--- config.mk ---
export PLATFORM = sky130hd
export DESIGN_NAME = multi_word_ctrl
export DESIGN_NICKNAME = d
export VERILOG_FILES = /design/src/rtl/multi_word_ctrl.sv
export SDC_FILE = /design/constraint.sdc
export NUM_CORES = 1
export LEC_CHECK = 0
export ABC_CLOCK_PERIOD_IN_PS = 1800
export CORE_UTILIZATION = 40
export CTS_BUF_LIST = sky130_fd_sc_hd__clkbuf_8
export CTS_CLUSTER_SIZE = 24
export DETAILED_ROUTE_END_ITERATION = 10
export PLACE_DENSITY = 0.8
export SLEW_MARGIN = 20
export SYNTH_ARGS = -nofsm -noshare
export SYNTH_HDL_FRONTEND = slang
export SYNTH_SLANG_ARGS = --single-unit
--- constraint.sdc ---
create_clock -name clk -period 1.8 [get_ports clk]
set_input_delay 0.36 -clock clk [delete_from_list [all_inputs] [get_ports clk]]
set_output_delay 0.36 -clock clk [all_outputs]
set_load 0.05 [all_outputs]
--- src/rtl/multi_word_ctrl.sv ---
// multi_word_ctrl: decode FSM for the accumulator ISA; owns state and the two-word prefix; alu_op: 1 add, 2 sub, 3 and, 4 or, 5 xor, 6 xora
module multi_word_ctrl #(
  parameter int IW  = 9,
  parameter int DW  = 8,
  parameter int PCW = 9
) (
  input  logic           clk,
  input  logic           reset,
  input  logic [IW-1:0]  instr,
  input  logic           instr_valid,
  input  logic [2:0]     flags,
  output logic [2:0]     alu_op,
  output logic [1:0]     alu_src,
  output logic           acc_wr_en,
  output logic           reg_wr_en,
  output logic           acc_clr,
  output logic           reg_clr,
  output logic           cmp_load_en,
  output logic           lfsr_set_state,
  output logic           lfsr_set_tap,
  output logic           lfsr_shift,
  output logic           mem_addr_sel,
  output logic [DW-1:0]  mem_addr,
  output logic           mem_val_sel,
  output logic           mem_wr_en,
  output logic [DW-1:0]  imm,
  output logic           jump,
  output logic [PCW-1:0] jump_target,
  output logic           skip,
  output logic           busy,
  output logic           ack
);
  typedef enum logic [1:0] {REGULAR, TARGET, IMM, HALT} state_t;
  state_t state, state_n;
  logic pre_b, pre_b_n, pre_sel, pre_sel_n;
  logic [3:0] pre_op, pre_op_n, op, sub;
  logic [1:0] am;
  logic b, br_hit;
  logic [4:0] m, pm;
  function automatic logic [4:0] math(input logic [3:0] o);
    return o == 4'h1 ? 5'b10001 : o == 4'h2 ? 5'b10010 : o == 4'h3 ? 5'b11001 :
           o == 4'h5 ? 5'b10011 : o == 4'h6 ? 5'b10100 : o == 4'h7 ? 5'b10101 :
           o == 4'h8 ? 5'b10110 : 5'b00000;
  endfunction
  assign b   = instr[IW-1];
  assign op  = instr[IW-2 -: 4];
  assign sub = instr[3:0];
  assign am  = sub[3:2];
  assign m   = math(op);
  assign pm  = math(pre_op);
  assign br_hit = op == 4'h8 ? 1'b1 : op == 4'h9 ? flags[2] : op == 4'ha ? flags[0] :
                  op == 4'hb ? flags[0] | flags[1] : op == 4'hc ? ~flags[0] :
                  op == 4'hd ? ~flags[0] | flags[1] : flags[1];
  always_comb begin
    state_n = state;
    pre_b_n = pre_b;
    pre_op_n = pre_op;
    pre_sel_n = pre_sel;
    alu_op = '0;
    alu_src = '0;
    acc_wr_en = 1'b0;
    reg_wr_en = 1'b0;
    acc_clr = 1'b0;
    reg_clr = 1'b0;
    cmp_load_en = 1'b0;
    lfsr_set_state = 1'b0;
    lfsr_set_tap = 1'b0;
    lfsr_shift = 1'b0;
    mem_addr_sel = 1'b0;
    mem_addr = '0;
    mem_val_sel = 1'b0;
    mem_wr_en = 1'b0;
    imm = '0;
    jump = 1'b0;
    jump_target = '0;
    skip = 1'b0;
    busy = 1'b0;
    ack = 1'b0;
    if (!reset && state == HALT)
      ack = 1'b1;
    else if (!reset && instr_valid)
      case (state)
        REGULAR:
          if (b) begin
            if (op[3] && op != 4'hf) begin
              if (br_hit) begin
                pre_b_n = 1'b1;
                pre_op_n = op;
                pre_sel_n = 1'b0;
                state_n = TARGET;
              end else
                skip = 1'b1;
            end
          end else if (op == 4'h0) begin
            acc_clr = sub == 4'h1;
            reg_clr = sub == 4'h2;
            lfsr_set_state = sub == 4'h3;
            lfsr_set_tap = sub == 4'h4;
            lfsr_shift = sub == 4'h5;
            cmp_load_en = sub == 4'h8;
            mem_wr_en = sub == 4'he;
            mem_val_sel = sub == 4'he;
            ack = sub == 4'hf;
            if (sub[3:1] == 3'b110) begin
              pre_b_n = 1'b0;
              pre_op_n = 4'h0;
              pre_sel_n = ~sub[0];
              state_n = TARGET;
            end
            if (sub == 4'hf) state_n = HALT;
          end else if (m[4]) begin
            if (am == 2'b00) begin
              alu_op = m[2:0];
              acc_wr_en = ~m[3];
              reg_wr_en = m[3];
            end
            if (am == 2'b01 || am == 2'b10) begin
              pre_b_n = 1'b0;
              pre_op_n = op;
              pre_sel_n = 1'b0;
              state_n = am[1] ? IMM : TARGET;
            end
          end
        TARGET: begin
          busy = 1'b1;
          state_n = REGULAR;
          if (pre_b) begin
            jump = 1'b1;
            jump_target = instr[PCW-1:0];
          end else begin
            mem_addr_sel = 1'b1;
            mem_addr = instr[DW-1:0];
            if (pre_op == 4'h0) begin
              mem_wr_en = 1'b1;
              mem_val_sel = pre_sel;
            end else begin
              alu_src = 2'b01;
              alu_op = pm[2:0];
              acc_wr_en = pm[4] & ~pm[3];
              reg_wr_en = pm[4] & pm[3];
            end
          end
        end
        IMM: begin
          busy = 1'b1;
          state_n = REGULAR;
          imm = instr[DW-1:0];
          alu_src = 2'b10;
          alu_op = pm[2:0];
          acc_wr_en = pm[4] & ~pm[3];
          reg_wr_en = pm[4] & pm[3];
        end
        default: ;
      endcase
  end
  always_ff @(posedge clk)
    if (reset) begin
      state <= REGULAR;
      pre_b <= 1'b0;
      pre_op <= '0;
      pre_sel <= 1'b0;
    end else begin
      state <= state_n;
      pre_b <= pre_b_n;
      pre_op <= pre_op_n;
      pre_sel <= pre_sel_n;
    end
endmodule

==> out/metrics.cfg, run 1 <==
[logic_synthesis]
synth_cell_types=47
yosys.area.top_type=dfxtp_1
synth.net_count=217
syn_avg_cell_area_sq_um=7.14
syn-cell-area_sq_um=1370
syn_inst=192
yosys_register_bits=8
synthTopCellsByArea=dfxtp_1, and2_1, ha_1
yosysSeqAreaShare=0.117
yosysTopAreaCellShare=0.117
ys_warn_count=0

[status]
error_line=[ERROR DPL-0038] Utilization greater than 100%, impossible to legalize
haltStage=detailed placement
status=aborted with a tool error

[die]
initial_utilization=0.435
rows=20
io_pins=60
die_w_um=60.6
die_y_um=60.6

[placed_design]
port_buffers=59
gp_congestion=0.902

-- stage by stage --
step / hold WS (ns) / cells / setup WS, ns / cell area, sq um / setup TNS, ns
after floorplan: 0.450 / 192 / -0.208 / 1760 / -4.35
after global placement: 0.492 / 340 / -0.559 / 3170 / -19.58
-- cells in the mapped netlist, drive strengths merged --
master	count
a211o	3
or2	2
clkbuf	7
and2	20
a31oi	1
nor2b	5
nor3	10
mux2	1
and3	11
nor4	1
or3b	1
or4	1
nand4	3
nand4b	1
nand4bb	2
nand3b	3
ha	10
o21bai	1
nand2b	9
a211oi	2
mux2i	1
o21ai	12
inv	4
nor4b	2
a221oi	1
nor2	14
a41oi	1
and3b	1
nor3b	1
o311ai	1
a22oi	1
nand2	10
dfxtp	8
o31a	1
a31o	1
xnor2	2
nor4bb	2
buf	9
a21oi	17
nand3	9
-- kinds of logic after synthesis --
kind of cell / Yosys count / share of synthesized area
AO/OA/AOI/OAI: 42 / 0.220
XOR/XNOR: 2 / 0.0128
adder cells (fa/ha/maj): 10 / 0.0912
buffers and inverters: 20 / 0.0666
flip-flops: 8 / 0.117
multiplexers: 2 / 0.0182
AND/OR/NAND/NOR: 108 / 0.474
==> inputs of run 2 (changes only) <==
==> config.mk (replaced) <==
export PLATFORM = sky130hd
export DESIGN_NAME = multi_word_ctrl
export DESIGN_NICKNAME = d
export VERILOG_FILES = /design/src/rtl/multi_word_ctrl.sv
export SDC_FILE = /design/constraint.sdc
export NUM_CORES = 1
export LEC_CHECK = 0
export ABC_CLOCK_PERIOD_IN_PS = 2350
export CORE_UTILIZATION = 25
export DETAILED_ROUTE_END_ITERATION = 10
export PLACE_DENSITY_LB_ADDON = 0.15
export SLEW_MARGIN = 20
export SYNTH_ARGS = -nofsm -noshare
export SYNTH_HDL_FRONTEND = slang
export SYNTH_SLANG_ARGS = --single-unit
==> constraint.sdc (replaced) <==
create_clock -name clk -period 2.35 [get_ports clk]
set_input_delay 0.47 -clock clk [delete_from_list [all_inputs] [get_ports clk]]
set_output_delay 0.47 -clock clk [all_outputs]
set_load 0.05 [all_outputs]
==> run 2 against run 1 <==
The run now ends clean. Synthesized cell count unchanged. Synthesized area is the same.
==> out/metrics.cfg, run 2 <==
[status]
status=finished clean

[clock_network]
cts_buffer_depth=2
root_buffer=clkbuf_8
numCtsBuffers=3
insertion_delay_ns=0.22
h-tree-depth=1
cts.clk_slew.worst_paths_ns=0.04
ctsHoldBuffers=0
cts.sinks=8
cts_tree=built

[power_and_ir_drop]
irDropWorstVdd_mv=0.308
powerDensity_nw_per_um2=201
report.power.total_uw=616
leakage_nw=1.29

[finish]
filler_cell_count=455
antennaDiodeCount=0
mostFrequentLayoutCells=buf_4, buf_12, o21ai_0
area_growth_pct=123
fin_cells=359
seqCellArea_sq_um=163
top_register=pre_op
design_area_sq_um=3060
layout_commonest_cell=buf_4
reg_top3=pre_op (4), state (2)
largest_register_ffs=4
final_nets=316
drive_above_1_share=0.536
multi_input_area_sq_um=1320

[logic_synthesis]
yosysTopAreaCellShare=0.117  ; unchanged
netlist_top_cells_count=and2_1, a21oi_1, nor2_1, o21ai_0, and3_1
syn_inst=192  ; unchanged
synth_cell_types=47  ; unchanged
yosys_register_bits=8  ; unchanged
yosysSeqAreaShare=0.117  ; unchanged
syn-cell-area_sq_um=1370  ; unchanged
ys_warn_count=0  ; unchanged
syn_avg_cell_area_sq_um=7.14  ; unchanged
yosys.area.top_type=dfxtp_1
synthTopCellsByArea=dfxtp_1, and2_1, ha_1
async_flop_share=0  ; unchanged
ys.flop_type=dfxtp_1
synth_edf_count=0  ; unchanged
synth.net_count=217  ; unchanged
yosys.cell_count.top_type=and2_1

[critical_path]
path_buf_inv=3
crit_arrival_ns=1.82
path_delay_family=simple AND/OR/NAND/NOR gates
critPathMaxFanout=5
crit_chain=clkdlybuf4s15_2, nor3_4, and2_4, buf_4, nand4_1, a21oi_2, buf_12
startpoint_type=input pin
slowest_delay_ns=0.24
crit_type=in -> out
required_ns=1.88
rrSetupSlack_ns=0.37
timing.critical_path.to_type=output port
worst_path_max_delay_cell=clkdlybuf4s15_2

[timing]
hold_viol=0
period_share=0.973
slew_headroom=0.728
slew_viol_final=0
finalSetupViolations=0
post-route-min-period_ns=2.29
worst_clock_skew_ns=0.000542
tightest_slew_ns=0.408
clock.fmax_ghz=0.437

[global_routing]
grt-ovfl-total=0
grt_pass1_vias=1708
track_usage=0.177
grt_pass1_wl_mm=8.49
antenna_found_initial=0
grt_max_degree=13

[drt]
dr.pass1.iters=4
drc_errors=0
routedWlPerCell_um=14.7
ant_nets=0
wirelength_mm=5.28
vias=1752
first_iter_violations=59
vias_per_cell=4.88

[die]
io_pins=60  ; unchanged
die_area_sq_um=5790
initial_utilization=0.263  ; -0.171
die_w_um=76.1  ; +26%
die_y_um=76.1  ; +26%
core_sq_um=5200
rows=26  ; +30%

[placed_design]
place_inst=345
dp_hpwl_mm=4.18
gp_congestion=0.810  ; -10%
placedInstanceArea_sq_um=2790
port_buffers=59  ; unchanged

[run]
cap_viol_max_count=0

[worst_hold_path]
hold_class=reg -> reg

-- run 2: cell counts after synthesis --
Identical to the previous run, type by type.
-- run 2: final timing paths --
check / start / end / cells past startpoint
worst max register to register: state[1] / state[0] / 8
worst min-delay path: pre_sel / pre_sel / 2
worst min register to register: pre_sel / pre_sel / 2
worst max-delay path: instr[6] / mem_val_sel / 7
-- run 2: logic make-up (layout without fill, tap and decap cells) --
logic type      count (synthesis)  count (layout)  synth area share
compound gates                 42              42             0.220
xor+xnor                        2               2            0.0128
fa+ha+maj                      10              10            0.0912
buf+inv                        20             117            0.0666
flops                           8               8             0.117
mux                             2               2            0.0182
simple gates                  108             108             0.474
-- run 2: area by class of cell --
cell class              instances  area share
well taps                      70      0.0287
inverters                       4     0.00491
repair buffers                110       0.469
flip-flops and latches          8      0.0532
multi-input cells             164       0.431
clock buffers                   3      0.0135
-- run 2: per-stage QoR --
| step | hold slack (ns) | TNS, ns | worst slack (ns) | util |
|---|---|---|---|---|
| finish | 0.481 | 0 | 0.0626 | 0.587 |
| global route | 0.536 | -0.0100 | -0.00517 | 0.587 |
| CTS | 0.487 | -0.0272 | -0.0266 | 0.570 |
| detailed placement | 0.481 | -7.11 | -0.381 | 0.537 |
| global placement | 0.466 | -6.24 | -0.354 | 0.537 |
| floorplan | 0.450 | -0.572 | -0.275 | - |
-- run 2: worst min-delay path, stage by stage (launching register included) --
cell,delay [ns]
dfxtp_1,0.30
o21ai_0,0.06
a21oi_1,0.06
-- run 2: routing by layer --
layer  wire [um]  share of wire  GRT usage  vias up
li1            -              -          -      884
met1        2400           0.45      0.230      823
met2        2670           0.51      0.322       45
met3         211          0.040     0.0299        0
met4           0              0    0.00577        0
met5           0              0          0        -
-- run 2: power by group --
group          internal, mW  leakage (nW)  switching (mW)
registers             0.142        0.0657         0.00828
logic                 0.148          1.20           0.159
clock network         0.110        0.0216          0.0488
total                 0.400          1.29           0.216
-- run 2: what timing repair did --
action                                  4_1_cts  5_1_grt
gates resized for setup                      30       29
setup buffers                                 8        3
pin swaps                                    14       13
gates cloned                                  0        0
endpoints found under the setup margin       36       34
Power figures use the tool's default switching activity.
==> inputs of run 3 (changes only) <==
--- a/config.mk
+++ b/config.mk
@@ -6,6 +6,7 @@
 export NUM_CORES = 1
 export LEC_CHECK = 0
 export ABC_CLOCK_PERIOD_IN_PS = 2350
+export CORE_MARGIN = 10
 export CORE_UTILIZATION = 25
 export DETAILED_ROUTE_END_ITERATION = 10
 export PLACE_DENSITY_LB_ADDON = 0.15
==> run 3 against run 2 <==
Maximum frequency grew 0.18%. Clock skew increased by 0.0052 ns. Sequential power about the same. Setup slack better by 0.0041 ns. Register-to-register slack hardly changed. Clock power about the same. Routed wire length increased by 10%. Global-route usage decreased by 4.8 points. Hold slack worse by 0.0075 ns. Via count decreased by 1.2%. Utilization increased by 0.55 points. Total power is 1.6% higher. Largest power group unchanged.
==> out/metrics.cfg, run 3 (same netlist as run 2, synthesis figures left out) <==
[status]
status=finished clean

[critical_path]
r2r_start=state[1]
crit_type=in -> out
required_ns=1.88  ; about the same
rrSetupSlack_ns=0.38  ; about the same
crit_arrival_ns=1.81  ; about the same
startpoint_type=input pin
startpoint=instr[6]
endpoint=skip
timing.rr.end=state[0]
rr_worst_depth=8  ; unchanged
critPathMaxFanout=5  ; unchanged
timing.critical_path.to_type=output port

[power_and_ir_drop]
powerDensity_nw_per_um2=203  ; +0.62%
report.power.total_uw=625  ; +1.6%
irDropWorstVdd_mv=0.242  ; -22%
leakage_nw=1.28  ; -0.18%

[finish]
largest_register_ffs=4  ; unchanged
filler_cell_count=454  ; -0.22%
seqCellArea_sq_um=163  ; unchanged
top_register=pre_op
multi_input_area_sq_um=1330  ; +0.95%
antennaDiodeCount=0  ; unchanged
final_nets=317  ; +0.32%
reg_top3=pre_op (4), state (2)
mostFrequentLayoutCells=buf_12, buf_4, and2_1
area_growth_pct=125
layout_commonest_cell=buf_12
drive_above_1_share=0.559  ; +0.0223

[clock_network]
cts.sinks=8  ; unchanged
ctsHoldBuffers=0  ; unchanged
insertion_delay_ns=0.23  ; about the same
h-tree-depth=1  ; unchanged
cts_buffer_depth=2  ; unchanged
cts_tree=built
cts.clk_slew.worst_paths_ns=0.04  ; about the same
numCtsBuffers=3  ; unchanged
root_buffer=clkbuf_8

[die]
die_w_um=94.1  ; +24%
die_area_sq_um=8850  ; +53%
initial_utilization=0.263  ; unchanged
io_pins=60  ; unchanged
die_y_um=94.1  ; +24%
rows=26  ; unchanged
core_sq_um=5200  ; unchanged

[timing]
rsz0062_at_grt=yes
finalSetupViolations=0  ; unchanged
slew_viol_final=0  ; unchanged
period_share=0.972  ; -0.00175
slew_headroom=0.768  ; +0.0402
post-route-min-period_ns=2.28  ; -0.00412 ns
hold_viol=0  ; unchanged
clock.fmax_ghz=0.438  ; +0.18%
worst_slack_ns=0.0667  ; +0.00412 ns
worst_clock_skew_ns=0.00573  ; +0.00519 ns
tightest_slew_ns=0.344  ; -0.0640 ns

[placed_design]
gp_congestion=0.816  ; +0.79%
place_ws_ns=-0.351  ; +0.0300 ns
dp_hpwl_mm=4.71  ; +13%
port_buffers=59  ; unchanged

[global_routing]
grt-ovfl-total=0  ; unchanged
antenna_found_initial=0  ; unchanged
grt_max_degree=13  ; unchanged
grt_pass1_wl_mm=9.25  ; +9.0%
track_usage=0.129  ; -0.0482
grt_pass1_vias=1709  ; +0.059%

[drt]
ant_nets=0  ; unchanged
drc_errors=0  ; unchanged
vias=1731  ; -1.2%
first_iter_violations=65  ; +10%
vias_per_cell=4.81  ; -1.5%
dr.pass1.iters=5  ; +1
routedWlPerCell_um=16.2  ; +9.8%
wirelength_mm=5.81  ; +10%

[run]
cap_viol_max_count=0  ; unchanged

[worst_hold_path]
hold_class=reg -> reg

## run 3: final cells by class
| class | instances | area share |
|---|---|---|
| clock buffer | 3 | 0.0134 |
| inverter | 4 | 0.00487 |
| multi-input combinational | 164 | 0.431 |
| sequential | 8 | 0.0527 |
| tap | 70 | 0.0284 |
| timing repair buffer | 111 | 0.470 |
## run 3: worst min path at each step
stage | startpoint | endpoint | slack [ns] | cells past startpoint
floorplan | pre_sel | pre_sel | 0.45 | 2
global route | pre_sel | pre_sel | 0.52 | 2
detailed placement | pre_sel | pre_sel | 0.47 | 2
CTS | pre_sel | pre_sel | 0.48 | 2
finish | pre_sel | pre_sel | 0.47 | 2
global placement | pre_sel | pre_sel | 0.47 | 2
## run 3: critical path: stages
cell	delay, ns
dlygate4sd2_1	0.27
buf_6	0.14
a21oi_2	0.11
o21ai_2	0.09
a211o_4	0.35
nor3_4	0.21
buf_12	0.17
## run 3: per-layer routing
layer,vias up,part of all wire,global-route usage
met2,41,0.51,0.227
met4,0,0,0.0101
li1,880,-,-
met1,810,0.44,0.159
met5,-,0,0
met3,0,0.049,0.0336
## run 3: what timing repair did
action | 4_1_cts | 5_1_grt
endpoints found under the hold margin | 0 | 0
setup buffers | 7 | 1
pin swaps | 10 | 12
endpoints found under the setup margin | 34 | 32
gates resized for setup | 44 | 24
cloned | 0 | 0
## run 3: where the power goes
part | switching [mW] | internal, mW
registers | 0.00678 | 0.142
clock network | 0.0516 | 0.111
logic | 0.163 | 0.152
## run 3: metrics by stage
stage	area, sq um	TNS [ns]	hold slack (ns)	utilization	cells
4_1_cts	3020	0	0.478	0.581	359
2_1_floorplan	1430	-0.572	0.450	-	192
6_report	3090	0	0.474	0.593	360
5_1_grt	3090	-0.00405	0.516	0.593	360
3_5_place_dp	2830	-6.43	0.472	0.544	350
3_3_place_gp	2830	-5.67	0.466	0.544	350
